[config.mk]
export PLATFORM = sky130hd
export DESIGN_NAME = bcd_split_seq_flat
export DESIGN_NICKNAME = d
export VERILOG_FILES = /design/src/rtl/bcd_split_seq_if.sv /design/src/rtl/bcd_split_seq.sv /design/src/flat_wrapper.sv
export SDC_FILE = /design/constraint.sdc
export NUM_CORES = 1
export LEC_CHECK = 0
export CAP_MARGIN = 10
export CORE_MARGIN = 2
export CORE_UTILIZATION = 49
export DETAILED_ROUTE_END_ITERATION = 10
export PLACE_DENSITY = 0.75
export SETUP_SLACK_MARGIN = 0.3
export SLEW_MARGIN = 40
export SYNTH_ARGS = -nofsm -noshare
export SYNTH_HDL_FRONTEND = slang
export SYNTH_SLANG_ARGS = --single-unit
[constraint.sdc]
create_clock -name clk -period 1.7 [get_ports clk]
set_input_delay 0.255 -clock clk [delete_from_list [all_inputs] [get_ports clk]]
set_output_delay 0.255 -clock clk [all_outputs]
set_load 0.01 [all_outputs]
[src/rtl/bcd_split_seq_if.sv]
// rtl/bcd_split_seq_if.sv - handshake bundle for the binary-to-BCD splitter
interface bcd_split_seq_if #(
    parameter int WIDTH  = 16,
    parameter int DIGITS = 5
);
    logic                  in_valid;
    logic                  in_ready;
    logic [WIDTH-1:0]      total;
    logic                  out_valid;
    logic                  out_ready;
    logic [4*DIGITS-1:0]   bcd;
    logic                  ovf;

    modport slave (
        input  in_valid, total, out_ready,
        output in_ready, out_valid, bcd, ovf
    );

    modport master (
        output in_valid, total, out_ready,
        input  in_ready, out_valid, bcd, ovf
    );
endinterface

[src/rtl/bcd_split_seq.sv]
// rtl/bcd_split_seq.sv - iterative double-dabble splitter, optional BCD_SPLIT_LZ_BLANK_EN blanking
module bcd_split_seq #(
    parameter int WIDTH  = 16,
    parameter int DIGITS = 5
) (
    input  logic              clk,
    input  logic              rst_n,
    bcd_split_seq_if.slave    bus
);
    localparam int CW = $clog2(WIDTH + 1);
    localparam int AW = 4 * DIGITS;

    typedef enum logic [1:0] {IDLE, CONV, DONE} state_t;

    state_t          state_q, state_d;
    logic [WIDTH-1:0] shift_q, shift_d;
    logic [AW-1:0]   acc_q, acc_d, adj;
    logic [CW-1:0]   cnt_q;
    logic            sticky_q, sticky_d, carry;
    logic [AW-1:0]   bcd_q, bcd_d;
    logic            ovf_q;
    logic            last_step;

    assign last_step = (cnt_q == CW'(1));

    always_ff @(posedge clk or negedge rst_n) begin
        if (!rst_n) state_q <= IDLE;
        else        state_q <= state_d;
    end

    always_comb begin
        state_d = state_q;
        case (state_q)
            IDLE:    if (bus.in_valid) state_d = CONV;
            CONV:    if (last_step) state_d = DONE;
            DONE:    if (bus.out_ready) state_d = IDLE;
            default: state_d = IDLE;
        endcase
    end

    always_comb begin
        bus.in_ready  = (state_q == IDLE);
        bus.out_valid = (state_q == DONE);
        bus.bcd       = bcd_q;
        bus.ovf       = ovf_q;
    end

    // One double-dabble step; the bit pushed out of the top digit marks overflow.
    always_comb begin
        adj = acc_q;
        for (int i = 0; i < DIGITS; i++) begin
            if (acc_q[4*i +: 4] >= 4'd5) adj[4*i +: 4] = acc_q[4*i +: 4] + 4'd3;
        end
        {carry, acc_d, shift_d} = {adj, shift_q, 1'b0};
        sticky_d = sticky_q | carry;
    end

    always_comb begin
        bcd_d = acc_d;
        if (sticky_d) begin
            for (int i = 0; i < DIGITS; i++) bcd_d[4*i +: 4] = 4'h9;
        end
`ifdef BCD_SPLIT_LZ_BLANK_EN
        else begin : lz_blank
            logic seen;
            seen = 1'b0;
            // Ones digit (i == 0) is never blanked so zero still shows.
            for (int i = DIGITS - 1; i >= 1; i--) begin
                if (!seen && acc_d[4*i +: 4] == 4'h0) bcd_d[4*i +: 4] = 4'hF;
                else                                  seen = 1'b1;
            end
        end
`endif
    end

    always_ff @(posedge clk or negedge rst_n) begin
        if (!rst_n) begin
            shift_q  <= '0;
            acc_q    <= '0;
            cnt_q    <= '0;
            sticky_q <= 1'b0;
            bcd_q    <= '0;
            ovf_q    <= 1'b0;
        end else begin
            case (state_q)
                IDLE: if (bus.in_valid) begin
                    shift_q  <= bus.total;
                    acc_q    <= '0;
                    sticky_q <= 1'b0;
                    cnt_q    <= CW'(WIDTH);
                end
                CONV: begin
                    shift_q  <= shift_d;
                    acc_q    <= acc_d;
                    sticky_q <= sticky_d;
                    cnt_q    <= cnt_q - CW'(1);
                    if (last_step) begin
                        bcd_q <= bcd_d;
                        ovf_q <= sticky_d;
                    end
                end
                default: ;
            endcase
        end
    end
endmodule

[src/flat_wrapper.sv]
// flat-port wrapper written by rule: the top's interface ports become plain ports
module bcd_split_seq_flat 
#(
    parameter int WIDTH  = 16,
    parameter int DIGITS = 5
)
  (clk, rst_n, bus_in_valid, bus_total, bus_out_ready, bus_in_ready, bus_out_valid, bus_bcd, bus_ovf);
  bcd_split_seq_if #(.WIDTH(WIDTH), .DIGITS(DIGITS)) bus_i ();
  input  logic clk;
  input  logic rst_n;
  input wire logic [$bits(bus_i.in_valid)-1:0] bus_in_valid;
  input wire logic [$bits(bus_i.total)-1:0] bus_total;
  input wire logic [$bits(bus_i.out_ready)-1:0] bus_out_ready;
  output wire logic [$bits(bus_i.in_ready)-1:0] bus_in_ready;
  output wire logic [$bits(bus_i.out_valid)-1:0] bus_out_valid;
  output wire logic [$bits(bus_i.bcd)-1:0] bus_bcd;
  output wire logic [$bits(bus_i.ovf)-1:0] bus_ovf;
  assign bus_i.in_valid = bus_in_valid;
  assign bus_i.total = bus_total;
  assign bus_i.out_ready = bus_out_ready;
  assign bus_in_ready = bus_i.in_ready;
  assign bus_out_valid = bus_i.out_valid;
  assign bus_bcd = bus_i.bcd;
  assign bus_ovf = bus_i.ovf;
  bcd_split_seq #(.WIDTH(WIDTH), .DIGITS(DIGITS)) u_core (.clk(clk), .rst_n(rst_n), .bus(bus_i));
endmodule
==> metrics.sh <==
FINALMAXSLEWVIOLATIONS=0
FIRST_PASS_ITERS=4
RSZ0062_AT_GRT='yes'
MAX-CAP-VIOLATIONS=0
POST-ROUTE-DRC-COUNT=0
MOSTFREQUENTLAYOUTCELL='sky130_fd_sc_hd__dfrtp_1'
MAXIMUM_NUMBER_OF_PINS_ON_ONE_NET_BEFORE_GLOBAL_ROUTE_REPAIR=66
SEQ_AREA_UM2=1630
ROUTE.FINAL.WIRE_LENGTH_UM=9270
SYNTH_TOP_AREA_SHARE_PCT=50.4
CRIT_TYPE='register to register'
FIRST_GLOBAL_VIAS=2877
FLOORPLAN.INITIALDENSITY_PCT=50.8
CRITICAL_PATH.STARTPOINT='u_core.acc_q[17]$_DFFE_PN0P_'
SYNTH.MUX.AREA_FRACTION_PCT=0.310
DRIVE_ABOVE_1_SHARE_PCT=43.3
HOLD_VIOL=0
WORST_R2R_STARTPOINT='u_core.acc_q[17]$_DFFE_PN0P_'
HPWLAFTERDP_UM=5000
HTREE_LEVELS=3
POST_SYNTH_TOP_AREA_CELL='sky130_fd_sc_hd__dfrtp_1'
CP_DATA_ARRIVAL_TIME_PS=2030
PLACED_CELLS=441
GRT_ANTENNA_BEFORE_REPAIR=0
GRT.TOTAL_USAGE_PCT=24.4
CRITICAL_PATH.SLOWEST_CELL='sky130_fd_sc_hd__a2111oi_4'
POST_SYNTH_SIMPLE_GATE_AREA_PCT=16.4
GRT_FIRST_PASS_WIRELENGTH_UM=13800
SEQ_AREA_FRAC_SYNTH_PCT=50.4
CRITPATHMAXFANOUT=5
DETAIL_ROUTE.WL_PER_CELL_UM=18.6
TIMING.CRITICAL_PATH.SLOWEST_CELL_DELAY_PS=460
POWER_LEAKAGE_uW=0.00225
POWER_FRAC_SEQ_PCT=30.6
FP.DIEW_UM=85.2
FMAX_MHz=554
CTS-ROOT-TO-SINK-BUFFERS=2
VIOLATIONS='negative setup slack'
VIAS=2872
EDFF_COUNT_SYNTH=0
WHS_PS=439
CLOCK-SINKS=65
SW_FRAC_OF_TOTAL_PCT=41.0
STDCELL_COUNT=497
TIMING.RR.END='u_core.bus.bcd[3]$_DFFE_PN0P_'
FINAL.SETUP.TNS_PS=-1420
FIN_WORST_SKEW_PS=7.82
PEAKVDDDROP_mV=1.12
OUTCOME='finished, violations left'
POST_SYNTH.CELL_AREA_AVG_UM2=10.3
TIMING.FINAL.CRIT_SHARE_PCT=106
TRITONCTS='built'
FP.DIEAREA_UM2=7250
NET-SWITCHING-POWER_uW=3910
CLOCK_TRANSITION_AT_THE_REGISTERS_OF_THE_REPORTED_PATHS_PS=70
NFILLCELLS=397
POWERDENSITY_nW_PER_UM2=1920
FINAL_NET_COUNT=448
DRT_ITER0_MARKERS=165
WORST_EP_REQUIRED_TIME_PS=1920
DOMINANT_COMBINATIONAL_CELL_FAMILY_BY_AREA_AFTER_SYNTHESIS='compound AO/OA/AOI/OAI gates'
REG2REGPATHDEPTH=7
SYNTHDISTINCTLIBCELLS=36
CLK_ROOT_BUFFER_CELL='sky130_fd_sc_hd__clkbuf_8'
COMMONEST_NON_FILL_NON_TAP_CELLS_IN_THE_LAYOUT='sky130_fd_sc_hd__dfrtp_1, sky130_fd_sc_hd__buf_4, sky130_fd_sc_hd__o21ai_1, sky130_fd_sc_hd__nand2_1, sky130_fd_sc_hd__dlygate4sd2_1'
POWER.CLOCK.FRACTION_PCT=11.8
PLACE.PORT_BUFFERS=42
SYNTH-ASYNC-RESET-RATIO_PCT=100
CP_CELL_SEQUENCE='inv_2 > ha_4 > nand2b_4 > nor3b_4 > a2111oi_4 > buf_4 > a31oi_1'
MAPPEDNETLISTAREA_UM2=3230
DIE_HEIGHT_UM=85.2
IO_PINS=43
CLK-INSERTION-DELAY-LATE_PS=350
POWER.COMBINATIONAL.FRACTION_PCT=57.6
WORST_HOLD_PATH_TYPE='input port to asynchronous set/reset pin'
WORST-R2R-SETUP-SLACK_PS=-100
SYNTH.FF_LATCH_COUNT=65
DPL_WORST_SLACK_PS=-96.1
FINAL_CRITICAL_PATH_SETUP_SLACK_PS=-104
GLOBAL_ROUTE.OVERFLOW_TOTAL=0
SYNTH.YOSYS.WARNINGS=0
SHARE_OF_THE_SYNTHESIZED_AREA_IN_COMPOUND_GATES_AO_OA_AOI_OAI_PCT=22.7
MAX_SLEW.WORST_PIN.SLEW_PS=474
SETUP_VIOLATIONS=21
CORE_FOOTPRINT_UM2=6350
AREA_DELTA_SYNTH_FINAL_PCT=53.8
STARTPOINT_TYPE='register'
SLEW-LIMIT-HEADROOM_PCT=68.4
MULTI_INPUT_COMB_AREA_UM2=1990
SYNTH_CELLS=314
FLOORPLAN.ROWS=29
ANTENNA-DIODE-COUNT=0
DETAIL_ROUTE.VIAS_PER_CELL=5.78
PLACE_CONGESTION=0.815
POWER_TOTAL_uW=9550
FINAL_ANTENNA_NET_COUNT=0
SYNTHESIZED_NETLIST_NET_COUNT=346
CTS_INSERTED_BUFFERS=9
ADDER_CELL_SHARE_OF_THE_SYNTHESIZED_AREA_PCT=4.65
SYNTH_FLOP_CELL='sky130_fd_sc_hd__dfrtp_1'
FINAL_PERIOD_MINUS_WORST_SETUP_SLACK_PS=1800
SYNTH.TOP_CELLS.BY_AREA='sky130_fd_sc_hd__dfrtp_1, sky130_fd_sc_hd__o21ai_0, sky130_fd_sc_hd__ha_1, sky130_fd_sc_hd__and3b_1, sky130_fd_sc_hd__a21oi_1'
WORST_SETUP_PATH_END_KIND='register'
POWER_REPORT.INTERNAL_TOTAL_uW=5640
XOR_AND_XNOR_FRACTION_OF_THE_MAPPED_NETLIST_AREA_PCT=1.63
[synth_stat cells (6+ instances only)]
| cell | instances |
|---|---|
| sky130_fd_sc_hd__dfrtp_1 | 65 |
| sky130_fd_sc_hd__o21ai_0 | 40 |
| sky130_fd_sc_hd__nand2_1 | 33 |
| sky130_fd_sc_hd__a21oi_1 | 25 |
| sky130_fd_sc_hd__and3b_1 | 15 |
| sky130_fd_sc_hd__inv_1 | 14 |
| sky130_fd_sc_hd__nor2_1 | 14 |
| sky130_fd_sc_hd__ha_1 | 12 |
| sky130_fd_sc_hd__clkbuf_1 | 11 |
| sky130_fd_sc_hd__a211oi_1 | 10 |
| sky130_fd_sc_hd__a21o_1 | 10 |
| sky130_fd_sc_hd__a22o_1 | 10 |
| sky130_fd_sc_hd__nand2b_1 | 7 |
| sky130_fd_sc_hd__xnor2_1 | 6 |
[sequential cells by signal, indices dropped and copies added, names as in the netlist]
register / cells
u_core.bus.bcd: 20
u_core.sticky_q: 1
u_core.bus.ovf: 1
u_core.cnt_q: 5
u_core.state_q: 2
u_core.acc_q: 20
u_core.shift_q: 16
[area by class of cell]
| cell class | instances | share of cell area, % |
|---|---|---|
| multi-input cells | 219 | 40.0 |
| flip-flops and latches | 65 | 32.9 |
| repair buffers | 107 | 20.8 |
| clock buffers | 11 | 2.85 |
| well taps | 77 | 1.94 |
| inverters | 14 | 1.06 |
| clock inverters | 4 | 0.403 |
[kinds of logic after synthesis]
| group | Yosys count |
|---|---|
| compound gates | 110 |
| xor+xnor | 6 |
| fa+ha+maj | 12 |
| buf+inv | 30 |
| flops | 65 |
| mux | 1 |
| simple gates | 90 |
[critical path: cells and delay by family, from the launching register on]
family,cells,cell delay [ps]
adders and majority gates,1,150
AOI/OAI and AO/OA,2,540
buffers and inverters,2,310
and+or+nand+nor,2,300
DFF,1,390
[power by group through the flow]
stage	registers (uW)	logic [uW]	clock network (uW)
4_1_cts	2800	4550	1130
6_report	2920	5510	1120
3_5_place_dp	2830	3580	0
2_1_floorplan	2840	2130	0
3_3_place_gp	2810	3440	0
5_1_grt	3000	5910	1210
[metal layers]
layer | wire (um) | vias up | global-route usage (%) | part of all wire (%)
met2 | 4940 | 103 | 42.3 | 53
li1 | - | 1323 | - | -
met4 | 196 | 0 | 7.07 | 2.1
met1 | 3690 | 1428 | 29.4 | 40
met3 | 441 | 18 | 7.10 | 4.8
met5 | 0 | - | 0 | 0
[how the worst max path moves through the flow]
stage / endpoint / slack (ps) / depth (start not counted)
2_1_floorplan: u_core.bus.bcd[11]$_DFFE_PN0P_ / -30 / 7
3_3_place_gp: u_core.bus.bcd[18]$_DFFE_PN0P_ / -40 / 5
3_5_place_dp: u_core.bus.bcd[15]$_DFFE_PN0P_ / -100 / 7
4_1_cts: u_core.bus.bcd[2]$_DFFE_PN0P_ / -40 / 6
5_1_grt: u_core.bus.bcd[3]$_DFFE_PN0P_ / -190 / 7
6_report: u_core.bus.bcd[3]$_DFFE_PN0P_ / -100 / 7
[stage by stage]
| step | util (%) | area [um^2] |
|---|---|---|
| after global routing | 78.2 | 4960 |
| after CTS | 71.1 | 4520 |
| after detailed placement | 61.7 | 3920 |
| after global placement | 61.7 | 3920 |
| after floorplan | - | 3270 |
| final | 78.2 | 4960 |
[what timing repair did]
item | CTS | global route
hold buffers | 1 | 0
cloned | 1 | 3
buffers inserted | 17 | 19
hold endpoints to repair | 65 | 0
resized for setup | 94 | 88
pin swaps | 21 | 18
setup endpoints to repair | 65 | 54
(Power assumes the default switching activity.)
